==> src/rtl/cpu_control_fsm_pkg.sv <==
// Shared definitions for the CPU control sequencer: state encodings,
// instruction class codes, register write-select codes and the
// compare-opcode range shared with the instruction decoder.
package cpu_control_fsm_pkg;

  typedef enum logic [2:0] {
    ST_IDLE      = 3'd0,
    ST_FETCH     = 3'd1,
    ST_DECODE    = 3'd2,
    ST_EXECUTE   = 3'd3,
    ST_MEMORY    = 3'd4,
    ST_WRITEBACK = 3'd5,
    ST_FAULT     = 3'd6
  } state_t;

  localparam logic [2:0] CLASS_DP_REG = 3'b000;
  localparam logic [2:0] CLASS_DP_IMM = 3'b001;
  localparam logic [2:0] CLASS_LS_IMM = 3'b010;
  localparam logic [2:0] CLASS_LS_REG = 3'b011;
  localparam logic [2:0] CLASS_BRANCH = 3'b101;

  localparam logic [1:0] SEL_ALU  = 2'b00;
  localparam logic [1:0] SEL_LOAD = 2'b01;
  localparam logic [1:0] SEL_LINK = 2'b10;

  localparam logic [3:0] CMP_OP_LO = 4'b1000;
  localparam logic [3:0] CMP_OP_HI = 4'b1011;

  function automatic logic is_data_proc(input logic [2:0] cls);
    return (cls == CLASS_DP_REG) || (cls == CLASS_DP_IMM);
  endfunction

  function automatic logic is_load_store(input logic [2:0] cls);
    return (cls == CLASS_LS_IMM) || (cls == CLASS_LS_REG);
  endfunction

  // Compare/test opcodes set flags only and never write Rd
  function automatic logic is_compare_op(input logic [3:0] op);
    return (op >= CMP_OP_LO) && (op <= CMP_OP_HI);
  endfunction

  // Classes this sequencer knows how to step; anything else faults
  function automatic logic is_known_class(input logic [2:0] cls);
    return is_data_proc(cls) || is_load_store(cls) || (cls == CLASS_BRANCH);
  endfunction

endpackage

==> src/rtl/cpu_control_fsm_wait_timer.sv <==
// Wait-state counter for memory handshakes. Counts cycles spent waiting
// for a ready; expired flags the cycle that would be the last allowed one.
module wait_timer #(
  parameter int MEM_TIMEOUT = 255,
  parameter int TIMEOUT_W   = 8
) (
  input  logic                 clk,
  input  logic                 reset,
  input  logic                 clear,
  input  logic                 enable,
  input  logic                 load,
  input  logic [TIMEOUT_W-1:0] load_value,
  output logic                 expired
);

  // Expired while count equals MEM_TIMEOUT-1: if ready is still absent in
  // this cycle, the count reaches MEM_TIMEOUT on the coming edge.
  localparam logic [TIMEOUT_W-1:0] LAST_COUNT = TIMEOUT_W'(MEM_TIMEOUT - 1);

  logic [TIMEOUT_W-1:0] count;

  // Clear wins over load, load wins over counting
  always_ff @(posedge clk or posedge reset) begin
    if (reset) begin
      count <= '0;
    end else if (clear) begin
      count <= '0;
    end else if (load) begin
      count <= load_value;
    end else if (enable) begin
      count <= count + 1'b1;
    end
  end

  assign expired = (count == LAST_COUNT);

endmodule

==> src/rtl/cpu_control_fsm.sv <==
// Multi-cycle instruction sequencer: fetch, decode, execute, memory and
// writeback, with a wait-state timeout that parks the core in FAULT.
module cpu_control_fsm
  import cpu_control_fsm_pkg::*;
#(
  parameter int MEM_TIMEOUT = 255,
  parameter int TIMEOUT_W   = 8
) (
  input  logic       clk,
  input  logic       reset,
  input  logic       run,
  output logic       ifetch_req,
  input  logic       ifetch_ready,
  output logic       ir_load,
  input  logic [2:0] instr_class,
  output logic       decode_enable,
  input  logic       dec_valid,
  input  logic [3:0] dec_opcode,
  input  logic       dec_mem_read,
  input  logic       dec_mem_write,
  input  logic       dec_is_not_postindex,
  input  logic       dec_is_write_back,
  input  logic       dec_branch_with_link,
  input  logic       cond_pass,
  output logic       alu_enable,
  output logic       dmem_req,
  output logic       dmem_we,
  input  logic       dmem_ready,
  output logic       reg_write,
  output logic [1:0] reg_write_sel,
  output logic       base_write,
  output logic       pc_write,
  output logic       pc_sel,
  output logic       instr_retired,
  output logic       fault,
  output logic [2:0] state_dbg
);

  state_t state, next_state;
  logic   wait_clear, wait_enable, wait_expired;

  // The wait count restarts on every state entry and only advances while
  // a request is outstanding without its ready.
  assign wait_clear  = (next_state != state);
  assign wait_enable = ((state == ST_FETCH)  && !ifetch_ready) ||
                       ((state == ST_MEMORY) && !dmem_ready);

  wait_timer #(
    .MEM_TIMEOUT(MEM_TIMEOUT),
    .TIMEOUT_W  (TIMEOUT_W)
  ) u_wait_timer (
    .clk       (clk),
    .reset     (reset),
    .clear     (wait_clear),
    .enable    (wait_enable),
    .load      (1'b0),
    .load_value('0),
    .expired   (wait_expired)
  );

  // State register; reset parks the sequencer in IDLE from any state
  always_ff @(posedge clk or posedge reset) begin
    if (reset) state <= ST_IDLE;
    else       state <= next_state;
  end

  // Next-state and strobe decode from current state plus handshake inputs
  always_comb begin
    next_state    = state;
    ifetch_req    = 1'b0;
    ir_load       = 1'b0;
    decode_enable = 1'b0;
    alu_enable    = 1'b0;
    dmem_req      = 1'b0;
    dmem_we       = 1'b0;
    reg_write     = 1'b0;
    reg_write_sel = SEL_ALU;
    base_write    = 1'b0;
    pc_write      = 1'b0;
    pc_sel        = 1'b0;
    instr_retired = 1'b0;
    fault         = 1'b0;
    case (state)
      ST_IDLE: begin
        if (run) next_state = ST_FETCH;
      end
      ST_FETCH: begin
        ifetch_req = 1'b1;
        if (ifetch_ready) begin
          ir_load    = 1'b1;
          next_state = ST_DECODE;
        end else if (wait_expired) begin
          next_state = ST_FAULT;
        end
      end
      ST_DECODE: begin
        decode_enable = 1'b1;
        next_state    = ST_EXECUTE;
      end
      ST_EXECUTE: begin
        if (!dec_valid || (dec_mem_read && dec_mem_write) || !is_known_class(instr_class)) begin
          next_state = ST_FAULT;
        end else if (!cond_pass) begin
          next_state = ST_WRITEBACK;
        end else begin
          alu_enable = 1'b1;
          next_state = (dec_mem_read || dec_mem_write) ? ST_MEMORY : ST_WRITEBACK;
        end
      end
      ST_MEMORY: begin
        dmem_req = 1'b1;
        dmem_we  = dec_mem_write;
        if (dmem_ready)        next_state = ST_WRITEBACK;
        else if (wait_expired) next_state = ST_FAULT;
      end
      ST_WRITEBACK: begin
        pc_write      = 1'b1;
        instr_retired = 1'b1;
        pc_sel        = (instr_class == CLASS_BRANCH) && cond_pass;
        if (cond_pass) begin
          if (is_data_proc(instr_class) && !is_compare_op(dec_opcode)) begin
            reg_write     = 1'b1;
            reg_write_sel = SEL_ALU;
          end else if (is_load_store(instr_class) && dec_mem_read) begin
            reg_write     = 1'b1;
            reg_write_sel = SEL_LOAD;
          end else if ((instr_class == CLASS_BRANCH) && dec_branch_with_link) begin
            reg_write     = 1'b1;
            reg_write_sel = SEL_LINK;
          end
          base_write = is_load_store(instr_class) &&
                       (dec_is_write_back || !dec_is_not_postindex);
        end
        next_state = run ? ST_FETCH : ST_IDLE;
      end
      ST_FAULT: begin
        fault = 1'b1;
      end
      default: begin
        next_state = ST_IDLE;
      end
    endcase
  end

  assign state_dbg = state;

endmodule

==> config.mk <==
export PLATFORM = sky130hd
export DESIGN_NAME = cpu_control_fsm
export DESIGN_NICKNAME = d
export VERILOG_FILES = /design/src/rtl/cpu_control_fsm_pkg.sv /design/src/rtl/cpu_control_fsm_wait_timer.sv /design/src/rtl/cpu_control_fsm.sv
export SDC_FILE = /design/constraint.sdc
export NUM_CORES = 1
export LEC_CHECK = 0
export CAP_MARGIN = 20
export CORE_ASPECT_RATIO = 0.9
export CORE_MARGIN = 3
export CORE_UTILIZATION = 39
export CTS_CLUSTER_SIZE = 16
export DETAILED_ROUTE_END_ITERATION = 7
export GPL_TIMING_DRIVEN = 1
export PLACE_DENSITY = 0.83
export SLEW_MARGIN = 10
export SYNTH_ARGS = -nofsm -noshare
export SYNTH_HDL_FRONTEND = slang
export SYNTH_HIERARCHICAL = 1
export SYNTH_SLANG_ARGS = --single-unit
export TNS_END_PERCENT = 20
==> constraint.sdc <==
create_clock -name clk -period 2 [get_ports clk]
set_input_delay 0.2 -clock clk [delete_from_list [all_inputs] [get_ports clk]]
set_output_delay 0.2 -clock clk [all_outputs]
set_load 0.02 [all_outputs]
==> results.tsv, run 1 <==
metric	value	unit
min_period	1.96	ns
syn_to_final_growth	58.1	%
drc	0	
cp_num_buf_inv	2	
hp-class	input port to asynchronous set/reset pin	
worstSetupPathDepth	4	
critPathMaxFanout	4	
chipHeight	51.9	µm
clockBufferDepth	2	
cp_slowest_cell	clkdlybuf4s50_1	
viasPerCell	5.40	
hold_viol	0	
grt_max_degree	15	
drtPass1Iterations	4	
holdWs	0.107	ns
fin_nets	194	
async_reset_ff_frac	1.00	
multi_input_area	612	µm²
ys_types	40	
cts_buffers	3	
leakage	0.730	nW
port_buffers	33	
ys_seq_area_frac	0.301	
finalCritPeriodShare	0.978	
grtUsageTotal	0.183	
regArea	279	µm²
grt_pass1_wl	4150	µm
synth-seq-cells	11	
num_rows	15	
power_density	1040	nW/µm²
timing.fmax	511	MHz
rsz0062_at_grt	yes	
synth-main-ff-cell	dfrtp_1	
end_kind	output port	
maxCapViolations	0	
antenna_found_initial	0	
reg2regPathDepth	9	
synth.cell_area	913	µm²
drive_gt1_frac	0.169	
synth_edf_count	0	
vias	1064	
crit_chain	nand2b_1, buf_4, nor2_1, clkdlybuf4s50_1	
io_pins	36	
grt_overflow	0	
totalWireLength	2760	µm
max-vdd-ir-drop	0.000633	V
dpl-instance-area	1360	µm²
fill_cells	168	
post_drt_wl_per_cell	14.0	µm
synth_warnings	6	
drt-initial-drc-count	44	
antenna_cells	0	
initial_core_util	0.442	
cpPeakStageDelay	0.62	ns
synth_cells	115	
critical_path.startpoint_type	register	
clk_latency	0.28	ns
syn_area_per_cell	7.94	µm²
crit_required	1.80	ns
critPathArrivalTime	1.76	ns
cts-root-buf	clkbuf_4	
design.die.area	2960	µm²
cts_num_sinks	11	
hpwl	2120	µm
die_x	57.0	µm
stdcell_area	1440	µm²
cp_top_family	buffers and inverters	
fin_skew	0.00396	ns
cts_tree	built	
status	finished, final reports clean	
path_class	register to output port	
clk_pin_slew	0.08	ns
grt_pass1_vias	953	
setup_violations	0	
drtAntennaViolNets	0	
core	2060	µm²
place_congestion	0.892	
cts_max_level	1	
maxSlewViolCount	0	
-- metrics by stage --
step	power, W	std cells	utilization	setup WS, ns	setup TNS [ns]
after CTS	0.00140	191	0.668	0.00216	0
after global placement	0.00121	187	0.659	-0.0448	-0.0979
after detailed placement	0.00125	187	0.659	-0.0778	-0.274
final	0.00150	197	0.699	0.0446	0
after global routing	0.00158	197	0.699	-0.0327	-0.0327
after floorplan	0.000888	125	-	0.00950	0
-- logic make-up (layout without fill, tap and decap cells) --
family / Yosys count / in the layout / share of synthesized area
buf+inv: 17 / 64 / 0.0795
xor+xnor: 4 / 4 / 0.0384
simple gates: 51 / 51 / 0.316
other cells: 1 / 11 / 0.00411
fa+ha+maj: 2 / 2 / 0.0274
compound gates: 28 / 28 / 0.222
mux: 1 / 1 / 0.0110
flops: 11 / 11 / 0.301
-- what timing repair did --
item	4_1_cts	5_1_grt
gates resized for setup	7	7
hold buffers	0	0
pin swaps	0	0
setup buffers	0	6
endpoints found under the setup margin	10	10
-- power breakdown --
part / switching (W) / leakage, nW / internal (W) / total (W)
logic: 0.000473 / 0.574 / 0.000457 / 0.000930
clock network: 0.0000872 / 0.0150 / 0.0000774 / 0.000165
registers: 0.0000994 / 0.141 / 0.000307 / 0.000407
total: 0.000660 / 0.730 / 0.000841 / 0.00150
-- cells in the final DEF (no fill, tap or decap), drive strengths merged, types with 2 or more instances in the layout --
| cell | n |
|---|---|
| clkdlybuf4s50 | 24 |
| nor2 | 17 |
| buf | 17 |
| conb | 11 |
| dfrtp | 11 |
| inv | 10 |
| nand2b | 6 |
| nand2 | 6 |
| dlygate4sd2 | 6 |
| o21ai | 5 |
| a21oi | 5 |
| nand3 | 4 |
| xor2 | 4 |
| clkbuf | 4 |
| nand4 | 4 |
| and2 | 3 |
| dlymetal6s2s | 3 |
| or3 | 3 |
| a211oi | 3 |
| a311oi | 3 |
| a21boi | 3 |
| o221ai | 2 |
| ha | 2 |
| nor2b | 2 |
-- layout make-up --
cell class                 count  share of cell area
timing repair buffer          50               0.317
inverter                      10              0.0260
tap                           25              0.0217
clock buffer                   4              0.0182
sequential                    11               0.193
multi-input combinational     97               0.424
-- path summary, 6_finish.rpt --
check / start / to / slack, ns
worst min register to register: u_wait_timer/count[5]$_DFFE_PP0P_ / u_wait_timer/count[5]$_DFFE_PP0P_ / 0.61
worst min-delay path: reset / state_dbg[2]$_DFF_PP0_ / 0.11
max in group asynchronous: reset / u_wait_timer/count[2]$_DFFE_PP0P_ / 1.56
worst max register to register: state_dbg[1]$_DFF_PP0_ / u_wait_timer/count[4]$_DFFE_PP0P_ / 0.10
worst max-delay path: state_dbg[0]$_DFF_PP0_ / dmem_req / 0.04
min in group clk: u_wait_timer/count[5]$_DFFE_PP0P_ / u_wait_timer/count[5]$_DFFE_PP0P_ / 0.61
-- flip-flops by register name, indices dropped and copies added, names as in the netlist --
signal              cells
state_dbg               3
u_wait_timer/count      8
-- synth_stat cells (all sizes together) (2+ instances only) --
cell | instances | area share
nor2 | 17 | 0.070
dfrtp | 11 | 0.30
inv | 10 | 0.041
buf | 6 | 0.034
nand2 | 6 | 0.025
nand2b | 6 | 0.041
a21oi | 5 | 0.027
o21ai | 5 | 0.027
nand3 | 4 | 0.022
nand4 | 4 | 0.034
xor2 | 4 | 0.038
a211oi | 3 | 0.025
a21boi | 3 | 0.029
a311oi | 3 | 0.029
and2 | 3 | 0.021
or3 | 3 | 0.021
ha | 2 | 0.027
nor2b | 2 | 0.014
o221ai | 2 | 0.019
-- worst register-to-register path: stages, from the launching register on --
cell and delay, ns:
dfrtp_2 0.45, nor2b_2 0.14, nand2b_1 0.14, o32ai_1 0.20, buf_4 0.19, buf_4 0.11, buf_4 0.10, nand4_1 0.10
xor2_1 0.16, a211oi_1 0.23
-- metal layers --
| layer | vias up | routed length (µm) | global-route usage | share of wire |
|---|---|---|---|---|
| met3 | 8 | 191 | 0.0149 | 0.069 |
| met2 | 61 | 1280 | 0.295 | 0.47 |
| met1 | 487 | 1240 | 0.249 | 0.45 |
| li1 | 508 | - | - | - |
| met5 | - | 0 | 0 | 0 |
| met4 | 0 | 44 | 0.0849 | 0.016 |
Note: power is estimated with default switching activity, not from simulation.
==> run 2, diff against run 1 <==
- MAX_ROUTING_LAYER: unset -> met4
- RECOVER_POWER: unset -> 25
==> results.tsv, run 2 (synthesized netlist as in run 1, its figures left out) <==
metric	value	unit
status	finished, final reports clean	
cpPeakStageDelay	0.62	ns
totalWireLength	2750	µm
regMostFlops	u_wait_timer/count	
cts-root-buf	clkbuf_4	
end_kind	output port	
setup_violations	0	
crit_chain	nand2b_1, buf_4, nor2_1, clkdlybuf4s50_1	
max-vdd-ir-drop	0.000632	V
clockBufferDepth	2	
vias	1069	
hold_viol	0	
post_drt_wl_per_cell	13.9	µm
cts_buffers	3	
place_congestion	0.907	
antenna_found_initial	0	
design.die.area	2960	µm²
setup.reg_to_reg.worst_slack	0.13	ns
hp-class	input port to asynchronous set/reset pin	
syn_to_final_growth	58.1	%
power_density	1040	nW/µm²
core	2060	µm²
crit_required	1.80	ns
dpl-instance-area	1360	µm²
grt_overflow	0	
fin_util	0.699	
cp_top_family	buffers and inverters	
min_period	1.96	ns
initial_core_util	0.442	
cp_num_buf_inv	2	
final_common_cell	clkdlybuf4s50_1	
fin_skew	0.00263	ns
largest_reg_flops	8	
viasPerCell	5.43	
port_buffers	33	
grt_pass1_vias	950	
grt_pass1_wl	4180	µm
cp_slowest_cell	clkdlybuf4s50_1	
holdBufCountCts	0	
cts_num_sinks	11	
io_pins	36	
mostFrequentLayoutCells	23 x clkdlybuf4s50_1, 17 x nor2_1, 17 x buf_4	
drive_gt1_frac	0.169	
path_class	register to output port	
critPathMaxFanout	4	
hpwl	2120	µm
clk_pin_slew	0.08	ns
drtAntennaViolNets	0	
maxSlewViolCount	0	
num_rows	15	
layoutNonFillerInstCount	197	
grt_max_degree	15	
cts_max_level	1	
clk_latency	0.28	ns
chipHeight	51.9	µm
cts_tree	built	
critical_path.startpoint_type	register	
p_total	0.00150	W
rsz0062_at_grt	yes	
fin_nets	194	
maxCapViolations	0	
timing.fmax	511	MHz
grtUsageTotal	0.188	
drt-initial-drc-count	44	
setup_tns	0	ns
placed_cells	187	
critPathArrivalTime	1.76	ns
drtPass1Iterations	4	
antenna_cells	0	
die_x	57.0	µm
finalCritPeriodShare	0.978	
stdcell_area	1440	µm²
drc	0	
leakage	0.731	nW
-- run 2: through the flow --
stage	hold WS (ns)	worst slack (ns)
after floorplan	-0.0464	0.00950
after global placement	0.403	-0.0448
after detailed placement	0.412	-0.0778
after CTS	0.118	0.00216
after global routing	0.270	-0.0327
final	0.239	0.0436
-- run 2: final cells by class --
type / instances / area (µm²)
flip-flops and latches: 11 / 279
repair buffers: 50 / 458
clock buffers: 4 / 26.3
fillers: 168 / 621
well taps: 25 / 31.3
inverters: 10 / 37.5
multi-input cells: 97 / 612
-- run 2: timing repair --
| action | in CTS | in global routing |
|---|---|---|
| setup endpoints to repair | 10 | 10 |
| resized for setup | 7 | 7 |
| buffers inserted | 0 | 6 |
-- run 2: final timing paths --
path | startpoint | endpoint | depth (start not counted)
worst min register to register | u_wait_timer/count[5]$_DFFE_PP0P_ | u_wait_timer/count[5]$_DFFE_PP0P_ | 2
worst max register to register | state_dbg[1]$_DFF_PP0_ | u_wait_timer/count[4]$_DFFE_PP0P_ | 9
min in group clk | u_wait_timer/count[5]$_DFFE_PP0P_ | u_wait_timer/count[5]$_DFFE_PP0P_ | 2
max in group asynchronous | reset | u_wait_timer/count[2]$_DFFE_PP0P_ | 2
worst min-delay path | reset | state_dbg[2]$_DFF_PP0_ | 2
worst max-delay path | state_dbg[0]$_DFF_PP0_ | dmem_req | 4
-- run 2: per-layer routing --
metal / track usage / wire length [µm]
met5: - / 0
met2: 0.293 / 1260
met3: 0.0149 / 215
met1: 0.252 / 1210
met4: 0.0849 / 55
-- run 2: power by group --
group          switching (W)  total, W  internal [W]  leakage, nW
Clock              0.0000892  0.000167     0.0000774       0.0150
Sequential         0.0000997  0.000407      0.000307        0.141
Combinational       0.000472  0.000928      0.000456        0.574
